<file path="src/rtl/alu_pkg.sv">
// Shared definitions for the ALU command front end: data widths, opcode map
// and the sequencer state encoding.
package alu_pkg;

    localparam int DATA_W = 8;
    localparam int OP_W   = 4;

    typedef logic [DATA_W-1:0] data_t;
    typedef logic [OP_W-1:0]   op_t;

    localparam op_t OP_ADD    = 4'h0;
    localparam op_t OP_SUB    = 4'h1;
    localparam op_t OP_MUL    = 4'h2;
    localparam op_t OP_DIV    = 4'h3;
    localparam op_t OP_SHL    = 4'h4;
    localparam op_t OP_SHR    = 4'h5;
    localparam op_t OP_ROL    = 4'h6;
    localparam op_t OP_ROR    = 4'h7;
    localparam op_t OP_AND    = 4'h8;
    localparam op_t OP_XOR    = 4'h9;
    localparam op_t OP_CMP_GT = 4'hA;
    localparam op_t OP_CMP_EQ = 4'hB;
    localparam op_t OP_OR     = 4'hC;

    typedef enum logic [1:0] {
        ST_IDLE,
        ST_EXEC,
        ST_CAPT,
        ST_RESP
    } state_t;

endpackage

</file>
<file path="src/rtl/alu_cmd_sequencer_if.sv">
// Command and result handshake bundle between control logic and the sequencer.
interface alu_cmd_sequencer_if #(parameter int REG_AW = 2);

    logic                       cmd_valid;
    logic                       cmd_ready;
    logic                       cmd_load;
    logic [alu_pkg::OP_W-1:0]   cmd_op;
    logic [REG_AW-1:0]          cmd_src_a;
    logic [REG_AW-1:0]          cmd_src_b;
    logic [REG_AW-1:0]          cmd_dst;
    logic [alu_pkg::DATA_W-1:0] cmd_imm;

    logic                       res_valid;
    logic                       res_ready;
    logic [alu_pkg::DATA_W-1:0] res_data;
    logic [REG_AW-1:0]          res_dst;

    modport master (
        output cmd_valid, cmd_load, cmd_op, cmd_src_a, cmd_src_b, cmd_dst, cmd_imm,
        input  cmd_ready,
        input  res_valid, res_data, res_dst,
        output res_ready
    );

    modport slave (
        input  cmd_valid, cmd_load, cmd_op, cmd_src_a, cmd_src_b, cmd_dst, cmd_imm,
        output cmd_ready,
        output res_valid, res_data, res_dst,
        input  res_ready
    );

endinterface

</file>
<file path="src/rtl/alu_regfile.sv">
// Operand/result register file: one write port, two operand read ports and a
// debug read port, all reads combinational.
module alu_regfile
    import alu_pkg::*;
#(
    parameter  int NUM_REGS = 4,
    localparam int REG_AW   = $clog2(NUM_REGS)
) (
    input  logic              clk,
    input  logic              reset_n,
    input  logic              wr_en,
    input  logic [REG_AW-1:0] wr_addr,
    input  data_t             wr_data,
    input  logic [REG_AW-1:0] rd_addr_a,
    output data_t             rd_data_a,
    input  logic [REG_AW-1:0] rd_addr_b,
    output data_t             rd_data_b,
    input  logic [REG_AW-1:0] rd_addr_dbg,
    output data_t             rd_data_dbg
);

    data_t regs [NUM_REGS];

    // NOTE: this array is reset on purpose -- every entry is architecturally
    // visible as 0x00 after reset, so it must be flops, not an inferred RAM.
    always_ff @(posedge clk or negedge reset_n) begin
        if (!reset_n) begin
            for (int i = 0; i < NUM_REGS; i++) regs[i] <= '0;
        end else if (wr_en) begin
            regs[wr_addr] <= wr_data;
        end
    end

    assign rd_data_a   = regs[rd_addr_a];
    assign rd_data_b   = regs[rd_addr_b];
    assign rd_data_dbg = regs[rd_addr_dbg];

endmodule

</file>
<file path="src/rtl/alu_cmd_sequencer.sv">
// Serialises load/ALU commands: reads operands, drives the registered ALU,
// writes the result back and offers it on the result handshake.
module alu_cmd_sequencer
    import alu_pkg::*;
#(
    parameter  int NUM_REGS = 4,
    localparam int REG_AW   = $clog2(NUM_REGS)
) (
    input  logic              clk,
    input  logic              reset_n,
    alu_cmd_sequencer_if.slave cmd_bus,
    output data_t             alu_in_a,
    output data_t             alu_in_b,
    output op_t               alu_op_code,
    input  data_t             alu_result,
    input  logic [REG_AW-1:0] dbg_addr,
    output data_t             dbg_data
);

    state_t            state;
    logic [REG_AW-1:0] dst_q;
    logic              res_valid_q;
    data_t             res_data_q;
    logic [REG_AW-1:0] res_dst_q;
    data_t             opnd_a;
    data_t             opnd_b;
    logic              wr_en;
    logic [REG_AW-1:0] wr_addr;
    data_t             wr_data;

    // Loads write at the accept edge; ALU results write when leaving CAPT.
    assign wr_en   = ((state == ST_IDLE) && cmd_bus.cmd_valid && cmd_bus.cmd_load) ||
                     (state == ST_CAPT);
    assign wr_addr = (state == ST_IDLE) ? cmd_bus.cmd_dst : dst_q;
    assign wr_data = (state == ST_IDLE) ? cmd_bus.cmd_imm : alu_result;

    alu_regfile #(.NUM_REGS(NUM_REGS)) u_regfile (
        .clk         (clk),
        .reset_n     (reset_n),
        .wr_en       (wr_en),
        .wr_addr     (wr_addr),
        .wr_data     (wr_data),
        .rd_addr_a   (cmd_bus.cmd_src_a),
        .rd_data_a   (opnd_a),
        .rd_addr_b   (cmd_bus.cmd_src_b),
        .rd_data_b   (opnd_b),
        .rd_addr_dbg (dbg_addr),
        .rd_data_dbg (dbg_data)
    );

    // NOTE: all state below uses non-blocking assignments so every branch sees
    // pre-edge values, which is what makes SRC == DST read the old register.
    always_ff @(posedge clk or negedge reset_n) begin
        if (!reset_n) begin
            state       <= ST_IDLE;
            dst_q       <= '0;
            alu_in_a    <= '0;
            alu_in_b    <= '0;
            alu_op_code <= '0;
            res_valid_q <= 1'b0;
            res_data_q  <= '0;
            res_dst_q   <= '0;
        end else begin
            case (state)
                ST_IDLE: begin
                    if (cmd_bus.cmd_valid) begin
                        if (cmd_bus.cmd_load) begin
                            res_data_q  <= cmd_bus.cmd_imm;
                            res_dst_q   <= cmd_bus.cmd_dst;
                            res_valid_q <= 1'b1;
                            state       <= ST_RESP;
                        end else begin
                            alu_in_a    <= opnd_a;
                            alu_in_b    <= opnd_b;
                            alu_op_code <= cmd_bus.cmd_op;
                            dst_q       <= cmd_bus.cmd_dst;
                            state       <= ST_EXEC;
                        end
                    end
                end
                ST_EXEC: state <= ST_CAPT;
                ST_CAPT: begin
                    res_data_q  <= alu_result;
                    res_dst_q   <= dst_q;
                    res_valid_q <= 1'b1;
                    state       <= ST_RESP;
                end
                ST_RESP: begin
                    if (cmd_bus.res_ready) begin
                        res_valid_q <= 1'b0;
                        state       <= ST_IDLE;
                    end
                end
                default: state <= ST_IDLE;
            endcase
        end
    end

    // Ready is masked by reset so nothing upstream sees a stale IDLE.
    assign cmd_bus.cmd_ready = (state == ST_IDLE) && reset_n;
    assign cmd_bus.res_valid = res_valid_q;
    assign cmd_bus.res_data  = res_data_q;
    assign cmd_bus.res_dst   = res_dst_q;

endmodule

</file>
<file path="src/flat_wrapper.sv">
// flat-port wrapper written by rule: the top's interface ports become plain ports
module alu_cmd_sequencer_flat import alu_pkg::*;
#(
    parameter  int NUM_REGS = 4,
    localparam int REG_AW   = $clog2(NUM_REGS)
)
  (clk, reset_n, alu_in_a, alu_in_b, alu_op_code, alu_result, dbg_addr, dbg_data, cmd_bus_cmd_valid, cmd_bus_cmd_load, cmd_bus_cmd_op, cmd_bus_cmd_src_a, cmd_bus_cmd_src_b, cmd_bus_cmd_dst, cmd_bus_cmd_imm, cmd_bus_cmd_ready, cmd_bus_res_valid, cmd_bus_res_data, cmd_bus_res_dst, cmd_bus_res_ready);
  alu_cmd_sequencer_if #(.REG_AW((2))) cmd_bus_i ();
  input  logic clk;
  input  logic reset_n;
  output data_t alu_in_a;
  output data_t alu_in_b;
  output op_t alu_op_code;
  input  data_t alu_result;
  input  logic [REG_AW-1:0] dbg_addr;
  output data_t dbg_data;
  input wire logic [$bits(cmd_bus_i.cmd_valid)-1:0] cmd_bus_cmd_valid;
  input wire logic [$bits(cmd_bus_i.cmd_load)-1:0] cmd_bus_cmd_load;
  input wire logic [$bits(cmd_bus_i.cmd_op)-1:0] cmd_bus_cmd_op;
  input wire logic [$bits(cmd_bus_i.cmd_src_a)-1:0] cmd_bus_cmd_src_a;
  input wire logic [$bits(cmd_bus_i.cmd_src_b)-1:0] cmd_bus_cmd_src_b;
  input wire logic [$bits(cmd_bus_i.cmd_dst)-1:0] cmd_bus_cmd_dst;
  input wire logic [$bits(cmd_bus_i.cmd_imm)-1:0] cmd_bus_cmd_imm;
  output wire logic [$bits(cmd_bus_i.cmd_ready)-1:0] cmd_bus_cmd_ready;
  output wire logic [$bits(cmd_bus_i.res_valid)-1:0] cmd_bus_res_valid;
  output wire logic [$bits(cmd_bus_i.res_data)-1:0] cmd_bus_res_data;
  output wire logic [$bits(cmd_bus_i.res_dst)-1:0] cmd_bus_res_dst;
  input wire logic [$bits(cmd_bus_i.res_ready)-1:0] cmd_bus_res_ready;
  assign cmd_bus_i.cmd_valid = cmd_bus_cmd_valid;
  assign cmd_bus_i.cmd_load = cmd_bus_cmd_load;
  assign cmd_bus_i.cmd_op = cmd_bus_cmd_op;
  assign cmd_bus_i.cmd_src_a = cmd_bus_cmd_src_a;
  assign cmd_bus_i.cmd_src_b = cmd_bus_cmd_src_b;
  assign cmd_bus_i.cmd_dst = cmd_bus_cmd_dst;
  assign cmd_bus_i.cmd_imm = cmd_bus_cmd_imm;
  assign cmd_bus_cmd_ready = cmd_bus_i.cmd_ready;
  assign cmd_bus_res_valid = cmd_bus_i.res_valid;
  assign cmd_bus_res_data = cmd_bus_i.res_data;
  assign cmd_bus_res_dst = cmd_bus_i.res_dst;
  assign cmd_bus_i.res_ready = cmd_bus_res_ready;
  alu_cmd_sequencer #(.NUM_REGS(NUM_REGS)) u_core (.clk(clk), .reset_n(reset_n), .cmd_bus(cmd_bus_i), .alu_in_a(alu_in_a), .alu_in_b(alu_in_b), .alu_op_code(alu_op_code), .alu_result(alu_result), .dbg_addr(dbg_addr), .dbg_data(dbg_data));
endmodule
</file>
<file path="config.mk">
export PLATFORM = sky130hd
export DESIGN_NAME = alu_cmd_sequencer_flat
export DESIGN_NICKNAME = d
export VERILOG_FILES = /design/src/rtl/alu_pkg.sv /design/src/rtl/alu_cmd_sequencer_if.sv /design/src/rtl/alu_regfile.sv /design/src/rtl/alu_cmd_sequencer.sv /design/src/flat_wrapper.sv
export SDC_FILE = /design/constraint.sdc
export NUM_CORES = 1
export LEC_CHECK = 0
export CAP_MARGIN = 30
export CORE_MARGIN = 2
export CORE_UTILIZATION = 40
export CTS_CLUSTER_SIZE = 12
export DETAILED_ROUTE_END_ITERATION = 10
export DONT_BUFFER_PORTS = 1
export PLACE_DENSITY = 0.54
export RECOVER_POWER = 25
export SLEW_MARGIN = 20
export SYNTH_ARGS = -nofsm -noshare
export SYNTH_HDL_FRONTEND = slang
export SYNTH_SLANG_ARGS = --single-unit
</file>
<file path="constraint.sdc">
create_clock -name clk -period 1.9 [get_ports clk]
set_input_delay 0.38 -clock clk [delete_from_list [all_inputs] [get_ports clk]]
set_output_delay 0.38 -clock clk [all_outputs]
set_load 0.05 [all_outputs]
</file>
==> results.yml <==
job:
  maxCapViolations: 0
floorplan:
  io_pins: 73
  dieWidth_um: 97.81
  core-area_sq_um: 8636
  initial_core_util_pct: 40.76
  die_h_um: 97.81
  dieArea_sq_um: 9566
  rows: 34
route:
  vias: 1978
  vias_per_cell: 5.733
  postRouteAntennaNets: 0
  wl_per_cell_um: 22.34
  firstDrtPassIters: 4
  totalWireLength_um: 7707
  drt_iter0_drc: 58
  drcViolationCount: 0
grt:
  grt_pass1_wl_um: 12360
  grt.total_usage_pct: 16.95
  grt-ovfl-total: 0
  grt_pass1_vias: 2320
  grt_max_degree: 69
  antenna_found_initial: 0
sta:
  rsz0062_at_grt: "true"
  skew_ns: 0.007829
  hold_viol_final: 67
  tightest_slew_ns: 0.4839
  final.setup.worst_slack_ns: 0.0003939
  finalSetupViolCount: 0
  hold_slack_ns: -0.2680
  min_period_ns: 1.900
  max_freq_ghz: 0.5264
  slew_violations: 0
  period_share_pct: 99.98
  relSlewSlack_pct: 66.82
critical_path:
  critical_path_required_ns: 2.12
  reg2reg_slack_ns: 0.0004
  cp.arrival_ns: 2.12
  worst-path-max-fanout: 8
  worstSetupPathType: "register to register"
  end_kind: "register"
  crit_path_start_kind: "register"
place:
  dp_hpwl_um: 5492
  port_buffers: 0
  dpl_worst_slack_ns: -0.1264
  dp.cells: 327
  finalWeightedCongestion: 0.7894
clocking:
  clk_pin_slew_ns: 0.07
  clk_latency_ns: 0.34
  cts_max_level: 3
  cts-root-buf: "clkbuf_8"
  tritoncts: "built"
  clockBufferDepth: 2
  cts_num_sinks: 67
  cts_buffers: 9
yosys:
  synth.net_count: 253
  synth_top_cell_by_area: "dfrtp_1"
  yosys_warnings: 0
  avgSynthCellArea_sq_um: 16.37
  yosysSeqAreaShare_pct: 47.64
  yosys.cell_types.count: 21
  netlist_area_sq_um: 3520
  synth_area_leaders: "dfrtp_1, mux2_2, mux4_2"
  synth_top_area_share_pct: 47.64
  synthCells: 215
  synth_seq_cells: 67
layout:
  drive_gt1_share_pct: 63.71
  final_cell_mix: "mux2_2, dfrtp_1, mux4_2"
  area_delta_synth_final_pct: 13.58
  antenna_cells: 0
  layout_commonest_cell: "mux2_2"
  nNetsFinal: 270
  fin_cells: 345
run_status:
  status: "finished with violations"
  violations: "negative hold slack"
min_path:
  worstHoldPathType: "primary input to asynchronous set/reset pin"
==> worst max-delay path: stages, from the launching register on <==
cell,delay [ns]
dfrtp_1,0.40
inv_2,0.13
ha_4,0.20
mux2_4,0.35
nor3_4,0.21
buf_12,0.16
mux2_2,0.33
==> cells in the mapped netlist <==
cell,number
mux2_2,81
dfrtp_1,67
mux4_2,24
mux2i_1,7
buf_2,5
ha_1,5
inv_1,4
nor3_4,4
buf_1,3
buf_6,2
mux2_4,2
nor2b_1,2
a2111oi_0,1
a21o_1,1
a31oi_4,1
and2_1,1
clkbuf_1,1
mux2_1,1
nand3b_1,1
nor2_1,1
nor2_2,1
==> metal layers <==
metal	vias up	track usage, %	wire (um)
met5	-	0	0
met4	0	5.983	143
met3	16	5.583	459
met2	66	27.53	3837
met1	1038	21.44	3266
li1	858	-	-
==> cell families after synthesis <==
kind of cell               Yosys count  share of synthesized area, %
DFF                                 67                         47.64
muxes                              115                         44.44
and+or+nand+nor                     10                         2.880
AOI/OAI and AO/OA                    3                         1.067
adders and majority gates            5                         1.777
buffers and inverters               15                         2.204
==> flip-flops by register name, summed over array words and instances (netlist names) <==
signal	count
u_core.cmd_bus.res_dst	2
u_core.u_regfile.regs	32
u_core.alu_in_b	8
u_core.dst_q	2
u_core.alu_op_code	4
u_core.state	2
u_core.cmd_bus.res_valid	1
u_core.alu_in_a	8
u_core.cmd_bus.res_data	8
==> area by class of cell <==
type | count | area, sq um
clock buffers | 9 | 123.9
clock inverters | 7 | 67.56
fillers | 763 | 4638
inverters | 4 | 15.01
multi-input cells | 133 | 1798
flip-flops and latches | 67 | 1677
well taps | 108 | 135.1
repair buffers | 17 | 181.4
==> final timing paths <==
path                                                 from                    endpoint  cells after the start
max in group asynchronous                         reset_n  u_core.cmd_bus.res_data[0]                      0
worst max-delay path                      u_core.state[0]   u_core.u_regfile.regs[27]                      6
worst min register to register  u_core.u_regfile.regs[25]   u_core.u_regfile.regs[25]                      1
worst min-delay path                              reset_n       u_core.alu_op_code[0]                      0
worst max register to register            u_core.state[0]   u_core.u_regfile.regs[27]                      6
min in group clk                       cmd_bus_cmd_dst[1]             u_core.dst_q[1]                      1
==> metrics by stage <==
stage	area (sq um)	hold slack, ns	utilization [%]	TNS, ns
2_1_floorplan	3520	0.08441	-	0
3_3_place_gp	3755	0.08656	43.48	-1.534
3_5_place_dp	3755	0.08596	43.48	-3.418
4_1_cts	3975	-0.2901	46.03	0
5_1_grt	3998	-0.2998	46.29	-0.1370
6_report	3998	-0.2680	46.29	0
==> timing repair <==
item | CTS | global route
resized for setup | 7 | 3
hold endpoints to repair | 67 | 67
buffers inserted | 0 | 2
pin swaps | 0 | 4
setup endpoints to repair | 43 | 29
Power is not shown: default switching activity piles up to over one toggle a cycle in this logic, so the estimate is an artifact.
